--- src/rtl/hazard_ctrl_pkg.sv ---
// Shared constants for the hazard controller: forwarding-select encodings and
// the packed layout of one shadow-pipeline entry.
package hazard_ctrl_pkg;

  localparam logic [1:0] FWD_RF    = 2'd0;
  localparam logic [1:0] FWD_EXMEM = 2'd1;
  localparam logic [1:0] FWD_MEMWB = 2'd2;

  // Entry layout: {waddr, load, wen, valid}, waddr occupies the top ASIZE bits.
  localparam int ENT_VALID    = 0;
  localparam int ENT_WEN      = 1;
  localparam int ENT_LOAD     = 2;
  localparam int ENT_ADDR_LSB = 3;
  localparam int ENT_CTRL_W   = 3;

  function automatic int ent_width(input int asize);
    return ENT_CTRL_W + asize;
  endfunction

endpackage

--- src/rtl/hazard_ctrl_if.sv ---
// ID-stage request / hazard-response bundle between the pipeline and hazard_ctrl.
interface hazard_ctrl_if #(
  parameter int ASIZE = 4,
  parameter int CNT_W = 16
);
  logic             id_valid;
  logic             id_ren1;
  logic [ASIZE-1:0] id_raddr1;
  logic             id_ren2;
  logic [ASIZE-1:0] id_raddr2;
  logic             id_wen;
  logic [ASIZE-1:0] id_waddr;
  logic             id_load;
  logic             ex_taken;
  logic             stall;
  logic             flush;
  logic             bubble;
  logic [1:0]       ex_fwd_sel1;
  logic [1:0]       ex_fwd_sel2;
  logic [CNT_W-1:0] stall_cnt;
  logic [CNT_W-1:0] flush_cnt;

  modport master (
    output id_valid, id_ren1, id_raddr1, id_ren2, id_raddr2,
           id_wen, id_waddr, id_load, ex_taken,
    input  stall, flush, bubble, ex_fwd_sel1, ex_fwd_sel2, stall_cnt, flush_cnt
  );

  modport slave (
    input  id_valid, id_ren1, id_raddr1, id_ren2, id_raddr2,
           id_wen, id_waddr, id_load, ex_taken,
    output stall, flush, bubble, ex_fwd_sel1, ex_fwd_sel2, stall_cnt, flush_cnt
  );
endinterface

--- src/rtl/hazard_sat_counter.sv ---
// Event counter that sticks at all-ones instead of wrapping; async active-low clear.
module hazard_sat_counter #(
  parameter int CNT_W = 16
) (
  input  logic             clk,
  input  logic             clr_n,
  input  logic             inc_i,
  output logic [CNT_W-1:0] cnt_o
);

  logic [CNT_W-1:0] cnt_q, cnt_d;

  function automatic logic [CNT_W-1:0] sat_inc(input logic [CNT_W-1:0] v);
    return (&v) ? v : v + {{(CNT_W-1){1'b0}}, 1'b1};
  endfunction

  assign cnt_d = inc_i ? sat_inc(cnt_q) : cnt_q;

  always_ff @(posedge clk or negedge clr_n) begin
    if (!clr_n) cnt_q <= '0;
    else        cnt_q <= cnt_d;
  end

  assign cnt_o = cnt_q;

endmodule

--- src/rtl/hazard_ctrl.sv ---
// Interlock/forwarding controller for the ID/EXE/MEM/WB pipeline.
// Build option: define FORWARD_EN to enable operand forwarding; otherwise any in-flight match stalls.
module hazard_ctrl
  import hazard_ctrl_pkg::*;
#(
  parameter int ASIZE    = 4,
  parameter int NSTAGE   = 3,
  parameter int CNT_W    = 16,
  parameter int ZERO_REG = 1
) (
  input logic          clk,
  input logic          rst,
  hazard_ctrl_if.slave hif
);

  localparam int EW = ent_width(ASIZE);

  logic [EW-1:0]     ent_q [NSTAGE];
  logic [EW-1:0]     ent_d;
  logic [NSTAGE-1:0] m1, m2;
  logic              ren1, ren2;
  logic              haz, stall_c, flush_c, bubble_c;
  logic [CNT_W-1:0]  stall_cnt, flush_cnt;

  function automatic logic src_match(input logic ren, input logic [ASIZE-1:0] src,
                                     input logic [EW-1:0] e);
    logic zero_src;
    zero_src = (ZERO_REG != 0) && (src == '0);
    return ren && e[ENT_VALID] && e[ENT_WEN] &&
           (e[ENT_ADDR_LSB +: ASIZE] == src) && !zero_src;
  endfunction

  assign ren1 = hif.id_valid & hif.id_ren1;
  assign ren2 = hif.id_valid & hif.id_ren2;

  always_comb begin
    m1 = '0;
    m2 = '0;
    for (int k = 0; k < NSTAGE; k++) begin
      m1[k] = src_match(ren1, hif.id_raddr1, ent_q[k]);
      m2[k] = src_match(ren2, hif.id_raddr2, ent_q[k]);
    end
  end

`ifdef FORWARD_EN
  // WB has no write-through, and a load in EXE has no data yet: both must wait a cycle.
  assign haz = m1[2] | m2[2] | (ent_q[0][ENT_LOAD] & (m1[0] | m2[0]));
`else
  assign haz = |{m1, m2};
`endif

  // A taken branch discards the ID instruction, so its hazard no longer matters.
  assign flush_c  = hif.ex_taken & rst;
  assign stall_c  = haz & ~hif.ex_taken & rst;
  assign bubble_c = stall_c | flush_c;

  always_comb begin
    ent_d = '0;
    if (!bubble_c) begin
      ent_d[ENT_VALID]               = hif.id_valid;
      ent_d[ENT_WEN]                 = hif.id_wen;
      ent_d[ENT_LOAD]                = hif.id_load;
      ent_d[ENT_ADDR_LSB +: ASIZE]   = hif.id_waddr;
    end
  end

  always_ff @(posedge clk or negedge rst) begin
    if (!rst) begin
      for (int k = 0; k < NSTAGE; k++) ent_q[k] <= '0;
    end else begin
      ent_q[0] <= ent_d;
      for (int k = 1; k < NSTAGE; k++) ent_q[k] <= ent_q[k-1];
    end
  end

`ifdef FORWARD_EN
  logic [1:0] sel1_d, sel2_d, sel1_q, sel2_q;

  function automatic logic [1:0] pick_src(input logic hit_ex, input logic hit_mem);
    if (hit_ex)  return FWD_EXMEM;
    if (hit_mem) return FWD_MEMWB;
    return FWD_RF;
  endfunction

  assign sel1_d = bubble_c ? FWD_RF : pick_src(m1[0], m1[1]);
  assign sel2_d = bubble_c ? FWD_RF : pick_src(m2[0], m2[1]);

  always_ff @(posedge clk or negedge rst) begin
    if (!rst) begin
      sel1_q <= FWD_RF;
      sel2_q <= FWD_RF;
    end else begin
      sel1_q <= sel1_d;
      sel2_q <= sel2_d;
    end
  end

  assign hif.ex_fwd_sel1 = sel1_q;
  assign hif.ex_fwd_sel2 = sel2_q;
`else
  assign hif.ex_fwd_sel1 = FWD_RF;
  assign hif.ex_fwd_sel2 = FWD_RF;
`endif

  hazard_sat_counter #(.CNT_W(CNT_W)) u_stall_cnt (
    .clk   (clk),
    .clr_n (rst),
    .inc_i (stall_c),
    .cnt_o (stall_cnt)
  );

  hazard_sat_counter #(.CNT_W(CNT_W)) u_flush_cnt (
    .clk   (clk),
    .clr_n (rst),
    .inc_i (flush_c),
    .cnt_o (flush_cnt)
  );

  assign hif.stall     = stall_c;
  assign hif.flush     = flush_c;
  assign hif.bubble    = bubble_c;
  assign hif.stall_cnt = stall_cnt;
  assign hif.flush_cnt = flush_cnt;

endmodule

--- src/flat_wrapper.sv ---
// flat-port wrapper written by rule: the top's interface ports become plain ports
module hazard_ctrl_flat import hazard_ctrl_pkg::*;
#(
  parameter int ASIZE    = 4,
  parameter int NSTAGE   = 3,
  parameter int CNT_W    = 16,
  parameter int ZERO_REG = 1
)
  (clk, rst, hif_id_valid, hif_id_ren1, hif_id_raddr1, hif_id_ren2, hif_id_raddr2, hif_id_wen, hif_id_waddr, hif_id_load, hif_ex_taken, hif_stall, hif_flush, hif_bubble, hif_ex_fwd_sel1, hif_ex_fwd_sel2, hif_stall_cnt, hif_flush_cnt);
  hazard_ctrl_if #(.ASIZE(ASIZE), .CNT_W(CNT_W)) hif_i ();
  input logic clk;
  input logic rst;
  input wire logic [$bits(hif_i.id_valid)-1:0] hif_id_valid;
  input wire logic [$bits(hif_i.id_ren1)-1:0] hif_id_ren1;
  input wire logic [$bits(hif_i.id_raddr1)-1:0] hif_id_raddr1;
  input wire logic [$bits(hif_i.id_ren2)-1:0] hif_id_ren2;
  input wire logic [$bits(hif_i.id_raddr2)-1:0] hif_id_raddr2;
  input wire logic [$bits(hif_i.id_wen)-1:0] hif_id_wen;
  input wire logic [$bits(hif_i.id_waddr)-1:0] hif_id_waddr;
  input wire logic [$bits(hif_i.id_load)-1:0] hif_id_load;
  input wire logic [$bits(hif_i.ex_taken)-1:0] hif_ex_taken;
  output wire logic [$bits(hif_i.stall)-1:0] hif_stall;
  output wire logic [$bits(hif_i.flush)-1:0] hif_flush;
  output wire logic [$bits(hif_i.bubble)-1:0] hif_bubble;
  output wire logic [$bits(hif_i.ex_fwd_sel1)-1:0] hif_ex_fwd_sel1;
  output wire logic [$bits(hif_i.ex_fwd_sel2)-1:0] hif_ex_fwd_sel2;
  output wire logic [$bits(hif_i.stall_cnt)-1:0] hif_stall_cnt;
  output wire logic [$bits(hif_i.flush_cnt)-1:0] hif_flush_cnt;
  assign hif_i.id_valid = hif_id_valid;
  assign hif_i.id_ren1 = hif_id_ren1;
  assign hif_i.id_raddr1 = hif_id_raddr1;
  assign hif_i.id_ren2 = hif_id_ren2;
  assign hif_i.id_raddr2 = hif_id_raddr2;
  assign hif_i.id_wen = hif_id_wen;
  assign hif_i.id_waddr = hif_id_waddr;
  assign hif_i.id_load = hif_id_load;
  assign hif_i.ex_taken = hif_ex_taken;
  assign hif_stall = hif_i.stall;
  assign hif_flush = hif_i.flush;
  assign hif_bubble = hif_i.bubble;
  assign hif_ex_fwd_sel1 = hif_i.ex_fwd_sel1;
  assign hif_ex_fwd_sel2 = hif_i.ex_fwd_sel2;
  assign hif_stall_cnt = hif_i.stall_cnt;
  assign hif_flush_cnt = hif_i.flush_cnt;
  hazard_ctrl #(.ASIZE(ASIZE), .NSTAGE(NSTAGE), .CNT_W(CNT_W), .ZERO_REG(ZERO_REG)) u_core (.clk(clk), .rst(rst), .hif(hif_i));
endmodule
--- config.mk ---
export PLATFORM = sky130hd
export DESIGN_NAME = hazard_ctrl_flat
export DESIGN_NICKNAME = d
export VERILOG_FILES = /design/src/rtl/hazard_ctrl_pkg.sv /design/src/rtl/hazard_ctrl_if.sv /design/src/rtl/hazard_sat_counter.sv /design/src/rtl/hazard_ctrl.sv /design/src/flat_wrapper.sv
export SDC_FILE = /design/constraint.sdc
export NUM_CORES = 1
export LEC_CHECK = 0
export BUFFER_PORTS_ARGS = -buffer_cell sky130_fd_sc_hd__buf_4
export CAP_MARGIN = 10
export CORE_ASPECT_RATIO = 0.6
export CORE_MARGIN = 2
export CORE_UTILIZATION = 48
export DETAILED_ROUTE_END_ITERATION = 16
export PLACE_DENSITY = 0.78
export SLEW_MARGIN = 20
export SYNTH_ARGS = -nofsm -noshare
export SYNTH_HDL_FRONTEND = slang
export SYNTH_SLANG_ARGS = --single-unit
--- constraint.sdc ---
create_clock -name clk -period 2.15 [get_ports clk]
set_input_delay 0.43 -clock clk [delete_from_list [all_inputs] [get_ports clk]]
set_output_delay 0.43 -clock clk [all_outputs]
set_load 0.05 [all_outputs]
======== Yosys cells after proc, flatten, opt, wreduce, memory -nomap -nowiden ========
Index checks and enable logic that the tools add are counted.
storage, ports and cells
  register bits ........................... 53
  bits of input ports ..................... 20
  output and inout port bits .............. 39
  word-level logic and storage cells ...... 56
cells by class
  add/sub/neg operators ................... 2
  equal/unequal tests ..................... 6
  mux-type cells .......................... 1
  bitwise operators ....................... 9
  reduce and logical (&&, ||, !) cells .... 33
operators with widths
  kind                     number
  $add A16 B1 Y16 const B  2
  $reduce_and A16 Y1       2
  $eq A4 B4 Y1             6
  $logic_and A1 B1 Y1      24
  $logic_not A4 Y1         2
  $mux W7                  1
  $reduce_or A6 Y1         1
  $and A1 B1 Y1            5
  $reduce_and A2 Y1        2
  $not A1 Y1               3
  $logic_not A1 Y1         2
  $or A1 B1 Y1             1

======== Depth between registers and ports, before layout ========
Gate-level depths: netlist of the first run.
  depth in word-level cells ............... 10
  depth in mapped cells ................... 9
  depth with buffers taken out ............ 8

======== Cells and area by module ========
Synthesis of the first run repeated with hierarchy kept, for this count alone.
unflattened totals
  cells, all modules ...................... 242
  area, all modules ....................... 2,752.6 µm²
modules (own cells, without submodules)
  module              instances  cells each  area each (µm²)  seq. area each (µm²)
  hazard_sat_counter  2          75          840.8            400.4
  hazard_ctrl         1          92          1,071.0          450.4

======== Least setup slack after synthesis of the first run ========
Ideal clock, no wire load.
  kind .................................... input port to output port
  from .................................... in hif_id_raddr1[1]
  to ...................................... out hif_stall
  arrival ................................. 2.079 ns
  required time ........................... 1.720 ns
  slack ................................... -0.359 ns
  stages .................................. 8
  buffers on the path ..................... 2
  cells stage by stage .................... xor2_1 > nor3_2 > nand4_1 > a31o_1 > o311a_1 > buf_6 > buf_6 > nor2_1
between the ends
  longest elaborated chain between the ends .. 6
ends and longest elaborated chain
  what                                                            RTL line                              source
  start, declared                                                 flat_wrapper.sv:15                    input wire logic [$bits(hif_i.id_raddr1)-1:0] hif_id_raddr1;
  $eq A4 B4 Y1 / $logic_not A4 Y1 (equally long branches)         hazard_ctrl.sv:30, hazard_ctrl.sv:28
  $logic_and A1 B1 Y1 / $logic_not A1 Y1 (equally long branches)  hazard_ctrl.sv:29, hazard_ctrl.sv:30
  $logic_and A1 B1 Y1                                             hazard_ctrl.sv:30                     (e[ENT_ADDR_LSB +: ASIZE] == src) && !zero_src;
  $reduce_or A6 Y1 *                                              hazard_ctrl.sv:49                     assign haz = |{m1, m2};
  $and A1 B1 Y1 * (2 in series)                                   hazard_ctrl.sv:54                     assign stall_c = haz & ~hif.ex_taken & rst;
  end, declared                                                   flat_wrapper.sv:22                    output wire logic [$bits(hif_i.stall)-1:0] hif_stall;
Every way passes the cells marked *; elsewhere a longest branch is shown, timed or not.

======== Worst setup path in the final report of the first run ========
  from .................................... reg u_core.ent_q[10] in the netlist's numbering
  to ...................................... out hif_bubble
between the ends
  longest elaborated chain between the ends .. 7
ends and longest elaborated chain
  what                           RTL line            source
  start, declared                hazard_ctrl.sv:18   logic [EW-1:0] ent_q [NSTAGE];
  $eq A4 B4 Y1                   hazard_ctrl.sv:30
  $logic_and A1 B1 Y1            hazard_ctrl.sv:29   return ren && e[ENT_VALID] && e[ENT_WEN] &&
  $logic_and A1 B1 Y1            hazard_ctrl.sv:30
  $reduce_or A6 Y1 *             hazard_ctrl.sv:49
  $and A1 B1 Y1 * (2 in series)  hazard_ctrl.sv:54
  $or A1 B1 Y1 *                 hazard_ctrl.sv:55   assign bubble_c = stall_c | flush_c;
  end, declared                  flat_wrapper.sv:24  output wire logic [$bits(hif_i.bubble)-1:0] hif_bubble;
Marks and branches as above.

==> impl_metrics.toml, run 1 <==
[run_status]
status = "finished with violations"
violations = "setup timing"

[routing]
drt_pass1_iterations = 4
avgViaCountPerCell = 5.10
ant_nets = 0
wl_per_cell_um = 14.7
via_count = 1870
route.detailed.drc = 0
drt_wl_total_um = 5380
drtIter0Drc = 63

[yosys]
yosys-top-cells-area = "dfrtp_1, xor2_1, xnor2_1"
netlist_area_um2 = 2470
synth.most_common_cell = "dfrtp_1"
yosys_warnings = 0
yosys_register_bits = 50
yosys.area.top_type = "dfrtp_1"
synth_flop_cell = "dfrtp_1"
synth_cells = 219
synth-async-reset-ratio_pct = 100
ys_seq_area_share_pct = 50.6
synth_enable_flop_cells = 0
avgSynthCellArea_um2 = 11.3
synth_common_cells = "dfrtp_1, xor2_1, xnor2_1"
synth.distinct_cells = 35
synth_top_area_share_pct = 50.6

[die]
io_pins = 59
die_y_um = 59.6
initial_core_util_pct = 49.4
num_rows = 20
die_area_um2 = 5760
dieWidth_um = 96.6
core_area_um2 = 5000

[timing]
final.setup_skew_ps = 4.92
hold_viol_final = 0
tightest_slew_ps = 510
maxSlewHeadroom_pct = 65.9
setup_viol = 2
period_share_pct = 113
slew_violations = 0
rsz0062_at_grt = "yes"
setup_ws_ps = -286
fmax_mhz = 411
period_minus_slack_ps = 2440

[clock_network]
clock_path_buffers = 2
cts_tree = "built"
clock_latency_ps = 310
cts_buffers = 5
clockRootBuffer = "clkbuf_8"
htreeDepth = 2
cts.sinks = 50
clkTransAtPathRegs_ps = 90

[power_and_ir_drop]
p_int_mw = 1.48
p_leak_nw = 1.63
p_sw_mw = 0.801
seqPwrFrac_pct = 49.7
clock_power_share_pct = 24.1
sw_frac_of_total_pct = 35.1
power_frac_comb_pct = 26.1
p_total_mw = 2.28
ir_drop_mv = 0.772
p_per_area_nw_per_um2 = 684

[layout]
stdcell_count = 367
layout-drive-gt1-share_pct = 40.2
syn_to_final_growth_pct = 34.8
diodes = 0
nNetsFinal = 322

[critical_path]
crit_type = "reg -> out"
worst-path-buf-inv = 2
cp-end-kind = "output port"
arrival_ps = 2010
critPathTopFamily = "compound AO/OA/AOI/OAI gates"
worst_path_max_delay_cell = "dfrtp_1"
startpoint_type = "register"
critPathMaxFanout = 3
cp_data_required_time_ps = 1720
path_cells = "xor2_1, nor3_1, nand4_1, a31o_1, o311a_1, a21bo_4, clkinvlp_4, buf_8"
r2r_slack_ps = 50
max_stage_delay_ps = 420

[global_routing]
grt_max_degree = 38
grt_pass1_vias = 1828
grt_first_pass_wirelength_um = 8660
antenna_found_initial = 0
grt_usage_pct = 19.3
grt_remaining_overflow = 0

[place]
dpl.hpwl_um = 3960
preCtsSetupSlack_ps = -286
portBuffers = 53
dpl.cell_count = 353
gp_congestion = 0.905

[worst_hold_path]
holdCritPathClass = "in -> async"

[run]
max_cap_violations = 0
==> logic make-up after synthesis <==
logic type	Yosys count	synth area share [%]
compound gates	6	2.38
xor+xnor	53	18.8
fa+ha+maj	2	1.01
buf+inv	11	2.94
flops	50	50.6
mux	2	1.06
other cells	1	0.152
simple gates	94	23.0
==> power groups by stage <==
stage	sequential (mW)	clock, mW	combinational, mW
3_5_place_dp	1.15	0	0.580
3_3_place_gp	1.14	0	0.570
2_1_floorplan	1.33	0	0.182
6_report	1.13	0.551	0.596
4_1_cts	1.13	0.565	0.592
5_1_grt	1.15	0.608	0.635
==> through the flow <==
stage | instance area [um^2] | util (%) | setup TNS (ps) | hold slack, ps
finish | 3330 | 66.6 | -529 | 95.3
detailed placement | 3080 | 61.5 | -3200 | 244
floorplan | 2510 | - | -96.5 | 134
global placement | 3080 | 61.5 | -1400 | 242
CTS | 3210 | 64.2 | -545 | 106
global route | 3330 | 66.6 | -976 | 106
==> cell usage in the layout, fill, tap and decap left out, drive strengths merged, types with 2 or more instances in the layout <==
master	count
conb	4
xor2	32
xnor2	21
buf	77
inv	3
and3	6
nor2	10
mux2	2
ha	2
nor4b	2
nor4	5
nand2	14
nor2b	2
clkinv	2
and2	8
or4	2
dfrtp	50
clkbuf	5
nor3	11
clkinvlp	2
nand4	9
nand2b	2
nand3	20
==> sequential cells by signal (all words and copies together), names as in the netlist <==
| register | count |
|---|---|
| u_core.u_stall_cnt.cnt_o | 16 |
| u_core.ent_q | 18 |
| u_core.u_flush_cnt.cnt_o | 16 |
==> path summary, 6_finish.rpt <==
path	start	to	cells past startpoint
setup / recovery	u_core.ent_q[10]	hif_bubble	8
hold / removal	rst	u_core.u_stall_cnt.cnt_o[5]	2
setup reg to reg	u_core.ent_q[10]	u_core.u_stall_cnt.cnt_o[11]	10
hold reg to reg	u_core.ent_q[14]	u_core.ent_q[7]	0
max in group asynchronous	rst	u_core.u_stall_cnt.cnt_o[3]	2
min in group clk	hif_id_waddr[2]	u_core.ent_q[19]	2
==> layout make-up <==
class                   instances  area, um^2
repair buffers                 78         622
flip-flops and latches         50        1260
fillers                       408        1670
clock inverters                 3        21.3
inverters                       4        18.8
multi-input cells             161        1260
well taps                      66        82.6
clock buffers                   5        68.8
==> repair_timing <==
item	in CTS	in global routing
resized for setup	5	17
buffers inserted	2	3
setup endpoints to repair	5	13
pin swaps	10	16
cloned	0	0
endpoints found under the hold margin	1	0
hold buffers	1	0
==> per-layer routing <==
layer	vias up	part of all wire, %	GRT usage, %	wire length (um)
met5	-	0	0	0
met4	0	1.5	6.64	82
met3	11	5.3	4.36	284
met2	51	45	29.6	2410
met1	898	48	27.6	2610
li1	910	-	-	-
==> worst register-to-register path, stage by stage, from the launching register on <==
cell and delay, ps:
dfrtp_1 420, xor2_1 170, nor3_1 170, nand4_1 110
a31o_1 230, o311a_1 160, buf_6 150, buf_6 110
buf_8 140, nor4b_4 220, xor2_1 160
Power figures use the tool's default switching activity.
==> run 2, diff against run 1 <==
--- a/config.mk
+++ b/config.mk
@@ -9,9 +9,10 @@
 export CAP_MARGIN = 10
 export CORE_ASPECT_RATIO = 0.6
 export CORE_MARGIN = 2
-export CORE_UTILIZATION = 48
+export CORE_UTILIZATION = 57
 export DETAILED_ROUTE_END_ITERATION = 16
-export PLACE_DENSITY = 0.78
+export PLACE_DENSITY = 0.86
+export RECOVER_POWER = 100
 export SLEW_MARGIN = 20
 export SYNTH_ARGS = -nofsm -noshare
 export SYNTH_HDL_FRONTEND = slang
==> constraint.sdc (replaced) <==
create_clock -name clk -period 3.15 [get_ports clk]
set_input_delay 0.63 -clock clk [delete_from_list [all_inputs] [get_ports clk]]
set_output_delay 0.63 -clock clk [all_outputs]
set_load 0.05 [all_outputs]
==> run 2 against run 1 <==
Largest power group unchanged. Die area fell by 15%. Register-to-register slack better by 810 ps. Largest cell class unchanged. Worst hold slack improved by 90 ps. Setup slack improved by 550 ps. Clock skew rose by 4.5 ps. Clock power shrank 28%. The run now ends clean. Global-route usage grew 4.2 points. Clock-buffer cell count rose by 1. Non-clock buffer count decreased by 22.
==> impl_metrics.toml, run 2 (synthesized netlist as in run 1, its figures left out) <==
[critical_path]
startpoint_type = "primary input"
arrival_ps = 2260
timing.rr.end = "u_core.u_flush_cnt.cnt_o[11]"
r2r_slack_ps = 860
cp-end-kind = "output port"
reg2reg_depth = 8
crit_type = "in -> out"
critPathMaxFanout = 7
cp_data_required_time_ps = 2520
r2r_start = "u_core.u_flush_cnt.cnt_o[0]"

[layout]
multi_input_area_um2 = 1090
top_register = "u_core.ent_q"
layout-drive-gt1-share_pct = 12.9
mostFrequentLayoutCells = "dfrtp_1, clkbuf_1, xor2_1"
largest_reg_flops = 18
diodes = 0
final_common_cell = "dfrtp_1"
design_area_um2 = 2820
fillCellCount = 367
seqCellArea_um2 = 1250
syn_to_final_growth_pct = 14.2
nNetsFinal = 300

[global_routing]
grt_usage_pct = 23.5
grt_pass1_vias = 1796
antenna_found_initial = 0
grt_max_degree = 49
grt_remaining_overflow = 0
grt_first_pass_wirelength_um = 8470

[clock_network]
clock_latency_ps = 300
ctsResizeCount = 0
cts.sinks = 50
cts_buffers = 5
clock_path_buffers = 2
htreeDepth = 2
clkTransAtPathRegs_ps = 90
cts_setup_buffers = 0
holdBufCountCts = 0
cts_tree = "built"
clockRootBuffer = "clkbuf_8"

[timing]
hold_viol_final = 0
slew_violations = 0
period_share_pct = 91.7
final.setup_skew_ps = 9.45
tightest_slew_ps = 1140
rsz0062_at_grt = "no"
setup_tns_ps = 0
fmax_mhz = 346
whs_ps = 186
maxSlewHeadroom_pct = 24.3
setup_viol = 0
period_minus_slack_ps = 2890

[die]
die_area_um2 = 4900
dieWidth_um = 89
die_y_um = 55
io_pins = 59
core_area_um2 = 4140
initial_core_util_pct = 59.6
num_rows = 18

[power_and_ir_drop]
p_leak_nw = 1.30
seqPwrFrac_pct = 51.2
clock_power_share_pct = 26.3
p_int_mw = 0.970
sw_frac_of_total_pct = 35.1
p_per_area_nw_per_um2 = 529
ir_drop_mv = 0.569
power_frac_comb_pct = 22.4
p_sw_mw = 0.524

[routing]
avgViaCountPerCell = 5.26
drt_pass1_iterations = 4
via_count = 1783
wl_per_cell_um = 15.0
drtIter0Drc = 92
ant_nets = 0
route.detailed.drc = 0
drt_wl_total_um = 5080

[place]
gp_congestion = 0.893
place_area_um2 = 2920
portBuffers = 53
dpl.hpwl_um = 3780

[run_status]
status = "finished clean"

[run]
max_cap_violations = 0

[worst_hold_path]
holdCritPathClass = "in -> async"
[run 2: changes by cell type in the layout (fill, tap and decap cells not counted), moves of 3 or more]
| cell | change |
|---|---|
| and2_0 | +5 |
| and2_1 | -5 |
| buf_4 | -51 |
| buf_6 | -3 |
| buf_8 | -3 |
| clkbuf_1 | +34 |
| dfrtp_1 | +8 |
| dfrtp_2 | -8 |
| nor3_1 | +7 |
| nor3_2 | -5 |
| nor4_1 | +5 |
| nor4_2 | -3 |
[run 2: critical path, cell delays in order]
cell	delay (ps)
buf_4	140
or4_1	530
nand3_1	110
o21bai_2	110
o311a_1	230
a21bo_1	230
inv_1	80
buf_4	190
[run 2: worst max path at each step]
stage,from,endpoint,depth (start not counted)
CTS,hif_id_raddr2[0],hif_stall,8
global placement,hif_id_raddr2[0],hif_stall,8
floorplan,hif_id_raddr1[1],hif_stall,8
detailed placement,hif_id_raddr2[0],hif_stall,8
finish,hif_id_raddr2[0],hif_bubble,8
global route,u_core.ent_q[18],hif_stall,8
[run 2: power groups by stage]
stage	sequential (mW)	clock (mW)	combinational [mW]
2_1_floorplan	0.902	0	0.121
3_3_place_gp	0.775	0	0.369
3_5_place_dp	0.780	0	0.377
4_1_cts	0.768	0.403	0.379
5_1_grt	0.777	0.433	0.359
6_report	0.765	0.394	0.335
[run 2: per-stage QoR]
step	power (mW)	cells	setup WS, ps	util [%]
2_1_floorplan	1.02	222	241	-
3_3_place_gp	1.14	331	343	70.5
3_5_place_dp	1.16	331	324	70.5
4_1_cts	1.55	339	295	72.9
5_1_grt	1.57	339	94.4	68.1
6_report	1.49	339	261	68.1
[run 2: routing by layer]
| layer | wire length [um] | track usage [%] | vias to the layer above |
|---|---|---|---|
| met5 | 0 | 0 | - |
| met4 | 33 | 3.98 | 0 |
| met3 | 329 | 6.38 | 4 |
| met2 | 2300 | 39.1 | 54 |
| met1 | 2420 | 32.1 | 868 |
| li1 | - | - | 857 |
[run 2: area by class of cell]
class                   instances  share of cell area, %
flip-flops and latches         50                   44.3
multi-input cells             161                   38.8
clock buffers                   6                   2.93
inverters                       4                  0.532
repair buffers                 56                   10.2
well taps                      60                   2.66
clock inverters                 2                  0.576
